$ cat src/rtl/program_counter_if.sv
// Fetch-stage PC bus: core control and the branch unit drive the next-PC selection.
// The program counter drives back the current fetch address.
interface program_counter_if;
    logic [31:0] nextPC;
    logic [1:0]  nextPCop;
    logic        intVec;
    logic [31:0] PC;

    modport master (output nextPC, output nextPCop, output intVec, input PC);
    modport slave  (input nextPC, input nextPCop, input intVec, output PC);
endinterface

$ cat src/rtl/program_counter.sv
// 32-bit RISC-V fetch program counter: hold, increment, load target, soft reset or interrupt redirect.
// PC is a pure register; an asynchronous rst returns it to the reset vector.
module program_counter #(
    parameter logic [31:0] RESET_VECTOR = 32'h0000_0000,
    parameter logic [31:0] INT_VECTOR   = 32'h0000_0010,
    parameter logic [31:0] PC_INC       = 32'd4
) (
    input  logic                  clk,
    input  logic                  rst,
    program_counter_if.slave      bus
);

    localparam logic [1:0] OP_HOLD = 2'b00;
    localparam logic [1:0] OP_INC  = 2'b01;
    localparam logic [1:0] OP_LOAD = 2'b10;
    localparam logic [1:0] OP_RVEC = 2'b11;

    logic [31:0] pc_r;
    logic [31:0] pc_next_s;

    // Forces the low two bits to zero so the fetch address stays word-aligned.
    function automatic logic [31:0] word_align(input logic [31:0] addr);
        return {addr[31:2], 2'b00};
    endfunction

    // Next-PC selection; the interrupt strobe overrides the op, unknown ops hold.
    always_comb begin
        pc_next_s = pc_r;
        if (bus.intVec == 1'b1) begin
            pc_next_s = word_align(INT_VECTOR);
        end else begin
            case (bus.nextPCop)
                OP_HOLD: pc_next_s = pc_r;
                OP_INC:  pc_next_s = word_align(pc_r + PC_INC);
                OP_LOAD: pc_next_s = word_align(bus.nextPC);
                OP_RVEC: pc_next_s = word_align(RESET_VECTOR);
                default: pc_next_s = pc_r;
            endcase
        end
    end

    // PC register with asynchronous return to the reset vector.
    always_ff @(posedge clk or posedge rst) begin
        if (rst) begin
            pc_r <= word_align(RESET_VECTOR);
        end else begin
            pc_r <= pc_next_s;
        end
    end

    assign bus.PC = pc_r;

endmodule

$ cat src/flat_wrapper.sv
// flat-port wrapper written by rule: the top's interface ports become plain ports
module program_counter_flat 
#(
    parameter logic [31:0] RESET_VECTOR = 32'h0000_0000,
    parameter logic [31:0] INT_VECTOR   = 32'h0000_0010,
    parameter logic [31:0] PC_INC       = 32'd4
)
  (clk, rst, bus_nextPC, bus_nextPCop, bus_intVec, bus_PC);
  program_counter_if bus_i ();
  input  logic clk;
  input  logic rst;
  input wire logic [$bits(bus_i.nextPC)-1:0] bus_nextPC;
  input wire logic [$bits(bus_i.nextPCop)-1:0] bus_nextPCop;
  input wire logic [$bits(bus_i.intVec)-1:0] bus_intVec;
  output wire logic [$bits(bus_i.PC)-1:0] bus_PC;
  assign bus_i.nextPC = bus_nextPC;
  assign bus_i.nextPCop = bus_nextPCop;
  assign bus_i.intVec = bus_intVec;
  assign bus_PC = bus_i.PC;
  program_counter #(.RESET_VECTOR(RESET_VECTOR), .INT_VECTOR(INT_VECTOR), .PC_INC(PC_INC)) u_core (.clk(clk), .rst(rst), .bus(bus_i));
endmodule
$ cat config.mk
export PLATFORM = sky130hd
export DESIGN_NAME = program_counter_flat
export DESIGN_NICKNAME = d
export VERILOG_FILES = /design/src/rtl/program_counter_if.sv /design/src/rtl/program_counter.sv /design/src/flat_wrapper.sv
export SDC_FILE = /design/constraint.sdc
export NUM_CORES = 1
export LEC_CHECK = 0
export ABC_CLOCK_PERIOD_IN_PS = 5050
export CORE_MARGIN = 2
export CORE_UTILIZATION = 39
export DETAILED_ROUTE_END_ITERATION = 16
export PLACE_DENSITY = 0.73
export SLEW_MARGIN = 0
export SYNTH_ARGS = -nofsm -noshare
export SYNTH_HDL_FRONTEND = slang
export SYNTH_SLANG_ARGS = --single-unit
$ cat constraint.sdc
create_clock -name clk -period 5.05 [get_ports clk]
set_input_delay 1.01 -clock clk [delete_from_list [all_inputs] [get_ports clk]]
set_output_delay 1.01 -clock clk [all_outputs]
set_load 0.01 [all_outputs]
==> Word level (Yosys, flattened, before mapping) <==
Cells that the tools add are included.
{ "totals": {"register_bits": 32, "in_bits": 37, "word_cells": 9} }
{ "classes": {"mux": 2, "n_addsub": 1, "n_reduce_logical": 1, "eq_ne": 4} }
{ "op_table": {"columns": ["op", "count"], "rows": [
  ["32-bit one-hot mux with 3 select lines", 1],
  ["32-bit by 3-bit adder with 32-bit output, second input constant", 1],
  ["32-bit 2-to-1 mux", 1],
  ["2-bit == test, second input constant", 2],
  ["2-bit by 1-bit == test with 1-bit output, second input constant", 1],
  ["2-bit logical NOT", 1],
  ["2-bit != test, second input constant", 1]
]} }

==> Logic depth before layout (Yosys ltp) <==
{ "depth": {"ltp_word": 3, "depth_mapped": 7, "ltp_nobuf": 6} }

==> Worst setup path before layout <==
Ideal clock, no wire load.
{ "synth_timing": {"path_kind": "input to register", "from": "input port bus_nextPCop[0]", "to": "register u_core.pc_r[30], in the netlist u_core.bus.PC[30]", "setup_slack_ns": 2.393, "required_ns": 4.929, "path_buffers": 0, "cell_stages": 5, "arrival_time_ns": 2.536, "setup_ns": 0.121, "path_cell_list": "nand4_1 -> or4_2 -> nor4b_1 -> xor2_1 -> a22o_1"} }
{ "synth_via": {"elab_chain_cells": 3, "elab_cells_between_ends": 7, "cone_classes": "eq/ne: 4; mux: 2; reduce/logical: 1"} }
{ "synth_lines": {"columns": ["element", "line", "rtl"], "rows": [
  ["from (decl)", "flat_wrapper.sv:13", "input wire logic [$bits(bus_i.nextPCop)-1:0] bus_nextPCop;"],
  ["2-bit == test / 2-bit by 1-bit == test with 1-bit output (equally long branches)", "program_counter.sv:32", "case (bus.nextPCop)"],
  ["32-bit one-hot mux with 3 select lines", "program_counter.sv:32", null],
  ["32-bit 2-to-1 mux", "program_counter.sv:29", "if (bus.intVec == 1'b1) begin"],
  ["to (signal assigned)", "program_counter.sv:45", "pc_r <= word_align(RESET_VECTOR);"],
  ["to (signal assigned)", "program_counter.sv:47", "pc_r <= pc_next_s;"],
  ["to (decl)", "program_counter.sv:18", "logic [31:0] pc_r;"]
]} }
Parallel ways exist; a longest one is shown, timed or not. The select of a mux whose other input is x is not followed.
A chain may end at the register's enable or synchronous reset.

==> Final worst setup path <==
Ends and elaborated chain as after synthesis.

==> flow_summary.yaml <==
drt:
  drc: 0
  drt-total-wl_um: 4910
  postRouteAntennaNets: 0
  viasPerCell: 5.46
  wl_per_cell_um: 15.1
  drt_iter0_drc: 113
  drtPass1Iterations: 4
  vias: 1768
grt:
  grt_util_met1_pct: 26.9
  grt_max_degree: 31
  grt-busiest-layer: "met2"
  grt_pass1_wl_um: 8290
  antenna_found_initial: 0
  grt_use_met2_pct: 32.3
  grt_pass1_vias: 1731
  grt_use_total_pct: 19.8
  grt_remaining_overflow: 0
  met3_usage_pct: 3.98
power:
  switchingPower_mw: 0.143
  p_clk_share_pct: 33.0
  p_leak_nw: 1.10
  power.share.switching_pct: 26.0
  combPwrFrac_pct: 18.5
  ir_drop_uv: 147
  seq_power_share_pct: 48.5
  power.density_nw_per_um2: 207
  cell_internal_pwr_mw: 0.406
floorplanning:
  initial_core_util_pct: 40.1
  coreArea_um2: 4690
  io_pins: 69
  die_h_um: 73.5
  fp.dieW_um: 73.5
  die-area_um2: 5400
  rows: 25
timing:
  setup_tns_ns: 0
  holdWs_ns: 0.638
  max_freq_ghz: 0.307
  max_slew.worst_pin.slew_ns: 0.842
  clock_skew_ns: 0.0106
  final.min_clock_period_ns: 3.26
  max-slew-margin-rel_pct: 43.8
  grt_setup_unrepaired: "false"
  hold_violations: 0
  drv_slew: 0
  setup_viol: 0
  fin_crit_sh_pct: 64.5
critical_path:
  critPathMaxFanout: 16
  r2r_cells: 5
  critPathKind: "in2reg"
  worstSetupStartpointType: "primary input"
  worstPathArrival_ns: 3.43
  worstPathRequired_ns: 5.22
  end_kind: "flip-flop"
final_layout:
  synthToLayoutAreaGrowth_pct: 41.0
  fill_cells: 433
  diodes: 0
  largest_register_ff_count: 30
  drive_gt1_share_pct: 6.30
  finalNetCount: 308
  final_area_um2: 2650
cts:
  root_buffer: "clkbuf_8"
  cts_max_level: 2
  clock_sinks: 30
  cts_tree: "yes"
  path_clk_slew_ns: 0.07
  cts_resized: 0
  cts_buffers: 5
  ctsLongestPathBuffers: 2
  clk_latency_ns: 0.28
  post-cts-setup-buffer-count: 0
  cts_hold_buf: 0
worst_hold_path:
  min_path_type: "reg2reg"
  hold_path_depth: 2
synthesis:
  ys_warn_count: 0
  async_flop_share_pct: 100
  ys_seq_area_share_pct: 39.9
  netlist_area_um2: 1880
  yosys.cell_types.count: 42
  synth_seq_cells: 30
  avgSynthCellArea_um2: 9.18
  netlist_instances: 205
  synth-edff-count: 0
  dominantRegCellSynth: "dfrtp_1"
placement:
  portBuffers: 64
  dp_hpwl_um: 3600
  gp_congestion: 0.883
  dpl_cell_area_um2: 2580
job:
  drv_cap: 0
outcome:
  outcome: "completed"
==> area by class of cell <==
type                            instances  area, um^2  share of cell area, %
Clock buffer                            7        76.3                   2.88
Inverter                                6        22.5                  0.849
Multi-Input combinational cell        158        1060                   39.9
Sequential cell                        30         751                   28.3
Tap cell                               54        67.6                   2.55
Timing Repair Buffer                   69         678                   25.6
==> routing by layer <==
metal / vias up / wire (um)
met2: 48 / 2360
met1: 840 / 2230
met5: - / 0
met4: 0 / 51
met3: 6 / 262
li1: 874 / -
==> logic make-up after synthesis <==
logic type | Yosys count | share of synthesized area [%]
AO/OA/AOI/OAI | 40 | 16.4
XOR/XNOR | 24 | 11.2
adder cells (fa/ha/maj) | 1 | 0.665
buffers and inverters | 18 | 4.06
flip-flops | 30 | 39.9
multiplexers | 5 | 2.73
other | 1 | 0.199
AND/OR/NAND/NOR | 86 | 24.9
==> synth_stat cells, drive strengths merged (2+ instances only) <==
| library cell | n | area share [%] |
|---|---|---|
| inv | 6 | 1.2 |
| nand3 | 7 | 1.9 |
| nand2 | 16 | 3.2 |
| xor2 | 15 | 7.0 |
| o21ai | 2 | 0.53 |
| clkbuf | 8 | 1.6 |
| xnor2 | 9 | 4.2 |
| nand2b | 2 | 0.66 |
| and4 | 5 | 2.4 |
| o31ai | 2 | 0.80 |
| nor3 | 9 | 2.4 |
| a2bb2oi | 3 | 1.4 |
| a21oi | 8 | 2.1 |
| mux2i | 4 | 2.1 |
| or4 | 3 | 1.5 |
| and3 | 4 | 1.3 |
| nand4 | 10 | 3.7 |
| a22o | 15 | 7.0 |
| a211oi | 3 | 1.2 |
| nor4 | 2 | 1.0 |
| nor2 | 19 | 3.8 |
| nor2b | 5 | 1.7 |
| buf | 4 | 1.3 |
| dfrtp | 30 | 40 |
| o22a | 4 | 1.9 |
| and2 | 2 | 0.67 |
==> layout by cell type (no fill, tap or decap), types with 3 or more instances in the layout <==
cell type         n
and3_1            4
clkbuf_8          5
nand4_1           9
and4_1            4
a22o_1           15
a211oi_1          3
a2bb2oi_1         3
xnor2_1           9
inv_1             6
nor2_1           19
a21oi_1           8
o22a_1            4
nor3_1            9
nand3_1           7
mux2i_1           4
nand2_1          16
xor2_1           15
clkdlybuf4s50_1  64
nor2b_1           5
dfrtp_1          30
buf_4             5
==> worst max-delay path: stages <==
cell	delay, ns
clkdlybuf4s50_1	0.45
buf_4	0.20
nand4_1	0.23
or4_2	0.76
nor4b_1	0.46
xor2_1	0.11
a22o_1	0.21
==> final timing paths <==
path	startpoint	endpoint	slack, ns
max in group asynchronous	rst	u_core.bus.PC[23]$_DFFE_PP0P_	3.65
hold / removal	u_core.bus.PC[22]$_DFFE_PP0P_	u_core.bus.PC[22]$_DFFE_PP0P_	0.64
min in group asynchronous	rst	u_core.bus.PC[26]$_DFFE_PP0P_	1.11
setup reg to reg	u_core.bus.PC[4]$_DFFE_PP0P_	u_core.bus.PC[30]$_DFFE_PP0P_	2.69
setup / recovery	bus_nextPCop[0]	u_core.bus.PC[30]$_DFFE_PP0P_	1.79
hold reg to reg	u_core.bus.PC[22]$_DFFE_PP0P_	u_core.bus.PC[22]$_DFFE_PP0P_	0.64
==> power by group through the flow <==
stage                     logic, mW  registers [mW]  clock network, mW
after CTS                     0.103           0.266              0.186
after floorplan              0.0405           0.271                  0
after detailed placement      0.103           0.270                  0
final                         0.102           0.266              0.181
after global routing          0.111           0.268              0.196
after global placement        0.102           0.270                  0
==> metrics by stage <==
step           setup slack [ns]  cells  total power, mW  utilization [%]
2_1_floorplan              2.39    206            0.312                -
3_3_place_gp               1.52    317            0.372             54.9
3_5_place_dp               1.48    317            0.373             54.9
4_1_cts                    1.79    324            0.555             56.6
5_1_grt                    1.58    324            0.575             56.6
6_report                   1.79    324            0.548             56.6
No activity file was read; power rests on OpenSTA's default activity.
